File: src/rtl/systolic_operand_feeder.sv
// systolic_operand_feeder: per-lane operand FIFO bank feeding one systolic array edge.
// The host fills lanes element-interleaved (elem0 of lanes 0..n-1, then elem1, ...).
// The array controller then pops one element per selected lane on each `next`;
// unselected lanes output zero, which produces the diagonal skew and padding.
// Latency: data_out/valid_out are registered, one clock after `next`.
// Backpressure: wr_ready is high only in FILL. Pops are never stalled; an empty
//   selected lane yields zero with valid_out low.
// Ports:
//   clk, reset (sync, active-high)
//   fill_start/n_lanes/len  start a fill; n_lanes clamped to SIZE, len to DEPTH
//   wr_en/wr_data/wr_ready  element write port
//   flush                   abort from any state, empties every lane
//   next/memsel             pop strobe and per-lane select from the array controller
//   data_out/valid_out      lane i at [i*DW +: DW] / bit i
//   armed, drained          fill complete / one-cycle pulse when the last element leaves
//   underflow               sticky flag for a selected pop from an empty lane
// Optional feature: define FEEDER_UNDERFLOW_CHECK_EN to build underflow detection;
//   otherwise underflow is tied low.
module systolic_operand_feeder #(
  parameter int SIZE  = 16,
  parameter int DW    = 8,
  parameter int DEPTH = 16
) (
  input  logic                   clk,
  input  logic                   reset,
  input  logic                   fill_start,
  input  logic [$clog2(SIZE):0]  n_lanes,
  input  logic [$clog2(DEPTH):0] len,
  input  logic                   wr_en,
  input  logic [DW-1:0]          wr_data,
  output logic                   wr_ready,
  input  logic                   flush,
  input  logic                   next,
  input  logic [SIZE-1:0]        memsel,
  output logic [SIZE*DW-1:0]     data_out,
  output logic [SIZE-1:0]        valid_out,
  output logic                   armed,
  output logic                   drained,
  output logic                   underflow
);

  localparam int LW = $clog2(SIZE) + 1;
  localparam int CW = $clog2(DEPTH) + 1;
  localparam int PW = (DEPTH > 1) ? $clog2(DEPTH) : 1;

  localparam logic [LW-1:0] SIZE_C   = LW'(SIZE);
  localparam logic [CW-1:0] DEPTH_C  = CW'(DEPTH);
  localparam logic [PW-1:0] PTR_LAST = PW'(DEPTH - 1);

  localparam logic [1:0] S_IDLE   = 2'd0;
  localparam logic [1:0] S_FILL   = 2'd1;
  localparam logic [1:0] S_ARMED  = 2'd2;
  localparam logic [1:0] S_STREAM = 2'd3;

  logic [1:0]    state_q, state_d;
  logic [LW-1:0] nl_q, nl_d;
  logic [CW-1:0] len_q, len_d;
  logic [LW-1:0] lane_cnt_q, lane_cnt_d;
  logic [CW-1:0] elem_cnt_q, elem_cnt_d;

  logic [SIZE*DW-1:0] data_q;
  logic [SIZE-1:0]    valid_q;
  logic               drained_q;

  logic               wr_fire;
  logic               pop_fire;
  logic [SIZE-1:0]    lane_has;
  logic [SIZE-1:0]    lane_one;
  logic [SIZE-1:0]    pop_lane;
  logic [SIZE*DW-1:0] pop_dat;
  logic               all_empty_after;

  function automatic logic [PW-1:0] ptr_inc(input logic [PW-1:0] p);
    return (p == PTR_LAST) ? '0 : p + 1'b1;
  endfunction

  // flush wins over any write or pop in the same cycle
  assign wr_ready = (state_q == S_FILL);
  assign wr_fire  = wr_en && wr_ready && !flush;
  assign pop_fire = next && !flush && ((state_q == S_ARMED) || (state_q == S_STREAM));

  // Per-lane FIFO storage and pointers
  for (genvar i = 0; i < SIZE; i++) begin : g_lane
    logic [DW-1:0] mem_q [DEPTH];
    logic [PW-1:0] wr_ptr_q, rd_ptr_q;
    logic [CW-1:0] cnt_q;
    logic          lane_wr;

    assign lane_wr     = wr_fire && (lane_cnt_q == LW'(i));
    assign lane_has[i] = (cnt_q != '0);
    assign lane_one[i] = (cnt_q == CW'(1));
    assign pop_lane[i] = pop_fire && memsel[i] && lane_has[i];
    assign pop_dat[i*DW +: DW] = pop_lane[i] ? mem_q[rd_ptr_q] : '0;

    always_ff @(posedge clk) begin
      if (lane_wr) begin
        mem_q[wr_ptr_q] <= wr_data;
      end
    end

    // Writes only happen in FILL and pops only in ARMED/STREAM, so the
    // count never sees an increment and decrement together.
    always_ff @(posedge clk) begin
      if (reset || flush) begin
        wr_ptr_q <= '0;
        rd_ptr_q <= '0;
        cnt_q    <= '0;
      end else begin
        if (lane_wr) begin
          wr_ptr_q <= ptr_inc(wr_ptr_q);
          cnt_q    <= cnt_q + 1'b1;
        end else if (pop_lane[i]) begin
          rd_ptr_q <= ptr_inc(rd_ptr_q);
          cnt_q    <= cnt_q - 1'b1;
        end
      end
    end
  end

  // Lanes beyond n_lanes are never written, so checking every lane is the
  // same as checking the used ones.
  assign all_empty_after = &(~lane_has | (lane_one & pop_lane));

  always_comb begin
    state_d    = state_q;
    nl_d       = nl_q;
    len_d      = len_q;
    lane_cnt_d = lane_cnt_q;
    elem_cnt_d = elem_cnt_q;
    case (state_q)
      S_IDLE: begin
        if (fill_start && (n_lanes != '0) && (len != '0)) begin
          state_d    = S_FILL;
          nl_d       = (n_lanes > SIZE_C) ? SIZE_C : n_lanes;
          len_d      = (len > DEPTH_C) ? DEPTH_C : len;
          lane_cnt_d = '0;
          elem_cnt_d = '0;
        end
      end
      S_FILL: begin
        if (wr_fire) begin
          if (lane_cnt_q == nl_q - LW'(1)) begin
            lane_cnt_d = '0;
            elem_cnt_d = elem_cnt_q + 1'b1;
            if (elem_cnt_q == len_q - CW'(1)) begin
              state_d = S_ARMED;
            end
          end else begin
            lane_cnt_d = lane_cnt_q + 1'b1;
          end
        end
      end
      default: begin
        // ARMED and STREAM: the arming pulse is itself a pop
        if (pop_fire) begin
          state_d = all_empty_after ? S_IDLE : S_STREAM;
        end
      end
    endcase
    if (flush) begin
      state_d    = S_IDLE;
      lane_cnt_d = '0;
      elem_cnt_d = '0;
    end
  end

  always_ff @(posedge clk) begin
    if (reset) begin
      state_q    <= S_IDLE;
      nl_q       <= '0;
      len_q      <= '0;
      lane_cnt_q <= '0;
      elem_cnt_q <= '0;
    end else begin
      state_q    <= state_d;
      nl_q       <= nl_d;
      len_q      <= len_d;
      lane_cnt_q <= lane_cnt_d;
      elem_cnt_q <= elem_cnt_d;
    end
  end

  // Outputs hold between pops so the array load cycle sees stable data
  always_ff @(posedge clk) begin
    if (reset || flush) begin
      data_q    <= '0;
      valid_q   <= '0;
      drained_q <= 1'b0;
    end else begin
      drained_q <= pop_fire && all_empty_after;
      if (pop_fire) begin
        data_q  <= pop_dat;
        valid_q <= pop_lane;
      end
    end
  end

  assign data_out  = data_q;
  assign valid_out = valid_q;
  assign drained   = drained_q;
  assign armed     = (state_q == S_ARMED);

`ifdef FEEDER_UNDERFLOW_CHECK_EN
  logic underflow_q;
  logic uf_hit;

  assign uf_hit = pop_fire && |(memsel & ~lane_has);

  always_ff @(posedge clk) begin
    if (reset || flush) begin
      underflow_q <= 1'b0;
    end else if (fill_start && (state_q == S_IDLE)) begin
      underflow_q <= 1'b0;
    end else if (uf_hit) begin
      underflow_q <= 1'b1;
    end
  end

  assign underflow = underflow_q;
`else
  assign underflow = 1'b0;
`endif

endmodule

File: config.mk
export PLATFORM = sky130hd
export DESIGN_NAME = systolic_operand_feeder
export DESIGN_NICKNAME = d
export VERILOG_FILES = /design/src/rtl/systolic_operand_feeder.sv
export SDC_FILE = /design/constraint.sdc
export NUM_CORES = 2
export LEC_CHECK = 0
export CAP_MARGIN = 20
export CORE_UTILIZATION = 60
export DETAILED_ROUTE_END_ITERATION = 12
export PLACE_DENSITY = 0.85
export SLEW_MARGIN = 20
export SYNTH_ARGS = -nofsm -noshare
export SYNTH_HDL_FRONTEND = slang
export SYNTH_SLANG_ARGS = --single-unit
File: constraint.sdc
create_clock -name clk -period 3.56 [get_ports clk]
set_input_delay 0.356 -clock clk [delete_from_list [all_inputs] [get_ports clk]]
set_output_delay 0.356 -clock clk [all_outputs]
set_load 0.01 [all_outputs]
[Word level (Yosys, flattened, before mapping)]
Memory sizes are Yosys's and may differ from the RTL's. A register that Yosys moved wholly into a read port is not among the register bits.
Cells that the tools add are included.
Widths: inputs -> output; s select.
Storage, ports and cells
  flip-flop bits (word level): 375
  memory bits (writable): 2048
  input port bits: 40
  logic and storage cells: 511
  memories kept: 16
Memories
  g_lane[0].mem_q: depth 16, bits a word 8, rd ports 1, clocked after Yosys merged registers in 1, wr ports 1, RTL line 84  | logic [DW-1:0] mem_q [DEPTH];
  g_lane[10].mem_q: depth 16, bits a word 8, rd ports 1, clocked after Yosys merged registers in 1, wr ports 1, RTL line 84
  g_lane[11].mem_q: depth 16, bits a word 8, rd ports 1, clocked after Yosys merged registers in 1, wr ports 1, RTL line 84
  g_lane[12].mem_q: depth 16, bits a word 8, rd ports 1, clocked after Yosys merged registers in 1, wr ports 1, RTL line 84
  g_lane[13].mem_q: depth 16, bits a word 8, rd ports 1, clocked after Yosys merged registers in 1, wr ports 1, RTL line 84
  g_lane[14].mem_q: depth 16, bits a word 8, rd ports 1, clocked after Yosys merged registers in 1, wr ports 1, RTL line 84
  +10 memories
Cells by class
  add/subtract/negate cells: 68
  order comparisons: 2
  eq/ne operators: 72
  mux-type cells: 160
  bitwise gates (word level): 19
  reductions and logical operators: 118
Operators with widths (count)
  $mux 4: 64
  $mux 5: 39
  $add 4x1->4 const B: 32
  $eq 4x4->1 const B: 32
  $mux 8: 16
  $add 5x1->5 const B: 18
  $reduce_bool 5->1: 18
  $sub 5x1->5 const B: 18
  $eq 5x1->1 const B: 17
  $logic_and 1x1->1: 55
  $eq 5x4->1 const B: 8
  $reduce_and 2->1: 17
  $reduce_bool 2->1: 17
  $mux 1: 32
  $eq 5x3->1 const B: 4
  $pmux 5 s2: 2
  $and 16x16->16: 1
  $not 1->1: 16
  $not 16->16: 1
  $or 16x16->16: 1
  $reduce_and 16->1: 1
  $mux 2: 6
  $eq 5x2->1 const B: 2
  $eq 5x5->1: 2
  other kinds (15): 20

[Logic depth before layout (Yosys ltp)]
  depth in word-level cells: 11
  depth in mapped cells: 10

[Worst setup path before layout]
Ideal clock, no wire load.
  kind: register -> register
  from: register state_q[0]
  to: memory g_lane[6].mem_q[3][0], enable pin
  library setup time: 0.383 ns
  data arrival time: 2.277 ns
  data required time: 3.177 ns
  setup slack: 0.900 ns
  stages on the path, launching flop included: 7
  path buffers: 2
  cells stage by stage: dfxtp_1 > or4b_4 > buf_6 > nor4_4 > buf_2 > nand2_1 > nor3_1
On the way
  longest elaborated chain between the ends: 6
RTL lines
  start, declared: RTL line 55  | logic [1:0] state_q, state_d;
  start signal, assigned: RTL line 175  | state_q <= state_d;
  $eq 2x1->1: RTL line 78  | assign wr_ready = (state_q == S_FILL);
  $logic_and 1x1->1 (2 in series): RTL line 79  | assign wr_fire = wr_en && wr_ready && !flush;
  $logic_and 1x1->1: RTL line 89  | assign lane_wr = wr_fire && (lane_cnt_q == LW'(i));
  $mux 1: RTL line 96  | if (lane_wr) begin
  $mux 1 (implied by the code): RTL line 97  | mem_q[wr_ptr_q] <= wr_data;
  end, declared: RTL line 84
Every way passes these cells.

[Final worst setup path]
  from: register lane_cnt_q[4]
  to: memory g_lane[8].mem_q[1][3], enable pin
On the way
  longest elaborated chain between the ends: 4
RTL lines
  start, declared: RTL line 58  | logic [LW-1:0] lane_cnt_q, lane_cnt_d;
  start signal, assigned: RTL line 178  | lane_cnt_q <= lane_cnt_d;
  $eq 5x4->1: RTL line 89
  $logic_and 1x1->1: RTL line 89
  $mux 1: RTL line 96
  $mux 1 (implied by the code): RTL line 97
  end, declared: RTL line 84
Every way passes these cells.

==> results.toml <==
[run_status]
run_status = "completed"

[synthesis]
synth.area.top_cells = "edfxtp_1 63%, mux4_2 15%, dfxtp_1 9.1%"
synth_ff_type = "edfxtp_1"
synth_commonest_cells = "2048 x edfxtp_1, 640 x mux4_2, 439 x dfxtp_1"
yosysTopAreaCell = "edfxtp_1"
syn_area_sq_mm = 0.0970
synth-edff-count = 2048
yosysSeqAreaShare = 0.724
postSynth.asyncResetShare = 0
post-synth-top-area-fraction = 0.634
post-synth-top-count-cell = "edfxtp_1"
postSynthRegisterBits = 2487
synth.net_count = 5359
netlist_instances = 5167
ys_warn_count = 0
syn-mean-instance-area_sq_um = 18.8
synth.distinct_cells = 62

[route]
drtPass1Iterations = 8
vias_per_cell = 6.56
num_vias = 52120
detail_route.wl_per_cell_um = 29.2
detail-route-antenna-nets = 0
drc = 0
drt_first_iter_violations = 6460
detail_route.wirelength_um = 232000

[timing]
finalCriticalPeriod_ps = 3180
setup_repair_after_global_routing_missed_its_margin = "false"
timing.final.hold_violations = 0
setup_viol = 0
worst-slew-pin-transition_ps = 1010
timing_max_transition_violations_final = 0
max_clock_freq_ghz = 0.315
setup_tns_ps = 0
final.period_utilization = 0.893
timing.hold.ws_ps = 86.4
max-slew-margin-rel = 0.319
finalClockSkew_ps = 82.6

[final_layout]
finish.cell_count_without_fillers = 7950
sequential_cell_area_sq_mm = 0.0703
finish.utilization = 0.691
layout-drive-gt1-share = 0.228
multi_input_comb_area_sq_mm = 0.0254
finalNetCount = 5767
fillers = 9180
synthToLayoutAreaGrowth_pct = 14.4

[worst_setup_path]
r2r-start = "lane_cnt_q[4]$_SDFFE_PP0P_"
reg2reg_slack_ps = 380
timing.rr.end = "g_lane[8].mem_q[1][3]$_DFFE_PP_"
crit_type = "register to register"
critical_path_peak_fanout = 8
crit_path_end_kind = "register"
critPathArrivalTime_ps = 3640
cpMaxStageDelayCell = "or4b_4"
critical_path.startpoint_type = "register"
required_ps = 4020
reg2reg_depth = 6
crit_chain = "or4b_4 > nor3_2 > buf_4 > nand2_1 > nor3_1 > and2_1"
critPathMaxStageDelay_ps = 690

[floorplan]
core_area_sq_mm = 0.161
floorplan.die.width_um = 404
design.die.area_sq_mm = 0.163
initial_core_util = 0.604
core.rowCount = 147
fp.dieH_um = 404
io-pin-count = 188

[clock_tree]
clock_sinks = 2487
worst_setup_hold_path_clk_slew_ps = 70
root_buffer_cell = "clkbuf_16"
clock_path_buffers = 3
postCtsHoldBufs = 2
insertion_delay_ps = 890
cts-buffers-inserted = 231
post_cts.resized_instances = 0
cts_htree_levels = 4
post-cts-setup-buffers = 0
cts_tree = "built"

[global_route]
grt_max_degree = 121
grt_pass1_vias = 53028
grt_first_pass_wirelength_um = 346000
antenna_found_initial = 20
grt_overflow_total = 0
grt.total_usage = 0.287

[placed_design]
place_hpwl_um = 138000
place_congestion = 0.848
placedCellCount = 7500
placement.io_buffers = 186

[run]
max_cap_viol_count = 0

[power_and_ir_drop]
pwr_density_cell_mw_per_mm2 = 524
ir_drop_mv = 0.550
leakage_nw = 34.9
power.total_mw = 58.1

[min_path]
whs_endpoint = "g_lane[11].mem_q[11][3]$_DFFE_PP_"
min_path_type = "input port to register"
hold_path_start = "wr_data[3]"
hold-path-cell-count = 1
-- critical path, delay by kind of cell (launching register included) --
kind,cells,cell delay (ps)
simple gates,5,2180
flops,1,380
buf+inv,1,180
-- per-layer routing --
layer,track usage,share of wire,vias to the layer above
li1,-,-,21673
met1,0.385,0.37,26779
met2,0.473,0.50,3177
met3,0.0651,0.10,467
met4,0.0896,0.030,24
met5,0,0.00064,-
-- cells by family (layout without fill, tap and decap cells) --
logic type	after synthesis	in the layout	synth area share
other	1	6	0.0000386
buffers and inverters	359	977	0.0147
multiplexers	647	647	0.149
adder cells (fa/ha/maj)	152	152	0.0196
XOR/XNOR	96	96	0.00866
AO/OA/AOI/OAI	492	492	0.0360
AND/OR/NAND/NOR	933	933	0.0474
flip-flops	2487	2487	0.724
-- registers in the layout, summed over array words and instances, names as in the netlist, named ones only --
| signal | count |
|---|---|
| g_lane.cnt_q | 80 |
| drained | 1 |
| nl_q | 5 |
| g_lane.rd_ptr_q | 64 |
| data_out | 128 |
| state_q | 2 |
| len_q | 5 |
| lane_cnt_q | 5 |
| elem_cnt_q | 5 |
| valid_out | 16 |
| g_lane.wr_ptr_q | 64 |
| g_lane.mem_q | 2048 |
-- layout by cell type (no fill, tap or decap), types with 26 or more instances in the layout --
| cell | synthesis | final |
|---|---|---|
| a21oi_1 | 187 | 187 |
| a311oi_1 | 27 | 27 |
| a32o_1 | 128 | 128 |
| and2_1 | 108 | 108 |
| and3_1 | 38 | 38 |
| buf_4 | 1 | 224 |
| bufinv_16 | 0 | 26 |
| clkbuf_1 | 161 | 58 |
| clkbuf_16 | 0 | 238 |
| clkbuf_8 | 0 | 34 |
| clkdlybuf4s50_1 | 0 | 178 |
| clkinv_2 | 0 | 43 |
| dfxtp_1 | 439 | 423 |
| edfxtp_1 | 2048 | 2048 |
| ha_1 | 152 | 152 |
| inv_1 | 97 | 97 |
| mux4_2 | 640 | 640 |
| nand2_1 | 251 | 251 |
| nand3_1 | 45 | 45 |
| nand4_1 | 34 | 34 |
| nor2_1 | 273 | 271 |
| nor3_1 | 69 | 68 |
| o21ai_0 | 34 | 34 |
| xnor2_1 | 45 | 45 |
| xor2_1 | 51 | 51 |
-- metrics by stage --
stage / setup slack (ps) / instance area (sq um)
after CTS: 442 / 111000
final: 381 / 111000
after global routing: 294 / 111000
after detailed placement: 241 / 103000
after floorplan: 900 / 97000
after global placement: 345 / 103000
-- cell type report --
class | instances | share of cell area
multi-input combinational | 2321 | 0.229
inverter | 97 | 0.00328
antenna | 5 | 0.000113
clock buffer | 322 | 0.0588
tap | 2160 | 0.0243
sequential | 2487 | 0.633
clock inverter | 121 | 0.0141
timing repair buffer | 437 | 0.0369
-- worst max-delay path by stage --
| stage | from | end | cells past startpoint |
|---|---|---|---|
| 2_1_floorplan | state_q[0]$_SDFFE_PP0P_ | g_lane[6].mem_q[3][0]$_DFFE_PP_ | 6 |
| 3_3_place_gp | flush | g_lane[5].mem_q[3][1]$_DFFE_PP_ | 7 |
| 3_5_place_dp | flush | g_lane[5].mem_q[1][5]$_DFFE_PP_ | 7 |
| 4_1_cts | lane_cnt_q[4]$_SDFFE_PP0P_ | g_lane[8].mem_q[2][3]$_DFFE_PP_ | 6 |
| 5_1_grt | state_q[0]$_SDFFE_PP0P_ | g_lane[8].mem_q[1][3]$_DFFE_PP_ | 6 |
| 6_report | lane_cnt_q[4]$_SDFFE_PP0P_ | g_lane[8].mem_q[1][3]$_DFFE_PP_ | 6 |
-- report_power, final --
group	internal (mW)	switching, mW	total [mW]
combinational	0.141	0.649	0.790
clock	14.8	11.1	25.9
sequential	31.4	0.0100	31.4
total	46.4	11.7	58.1
No activity file was read; power rests on OpenSTA's default activity.
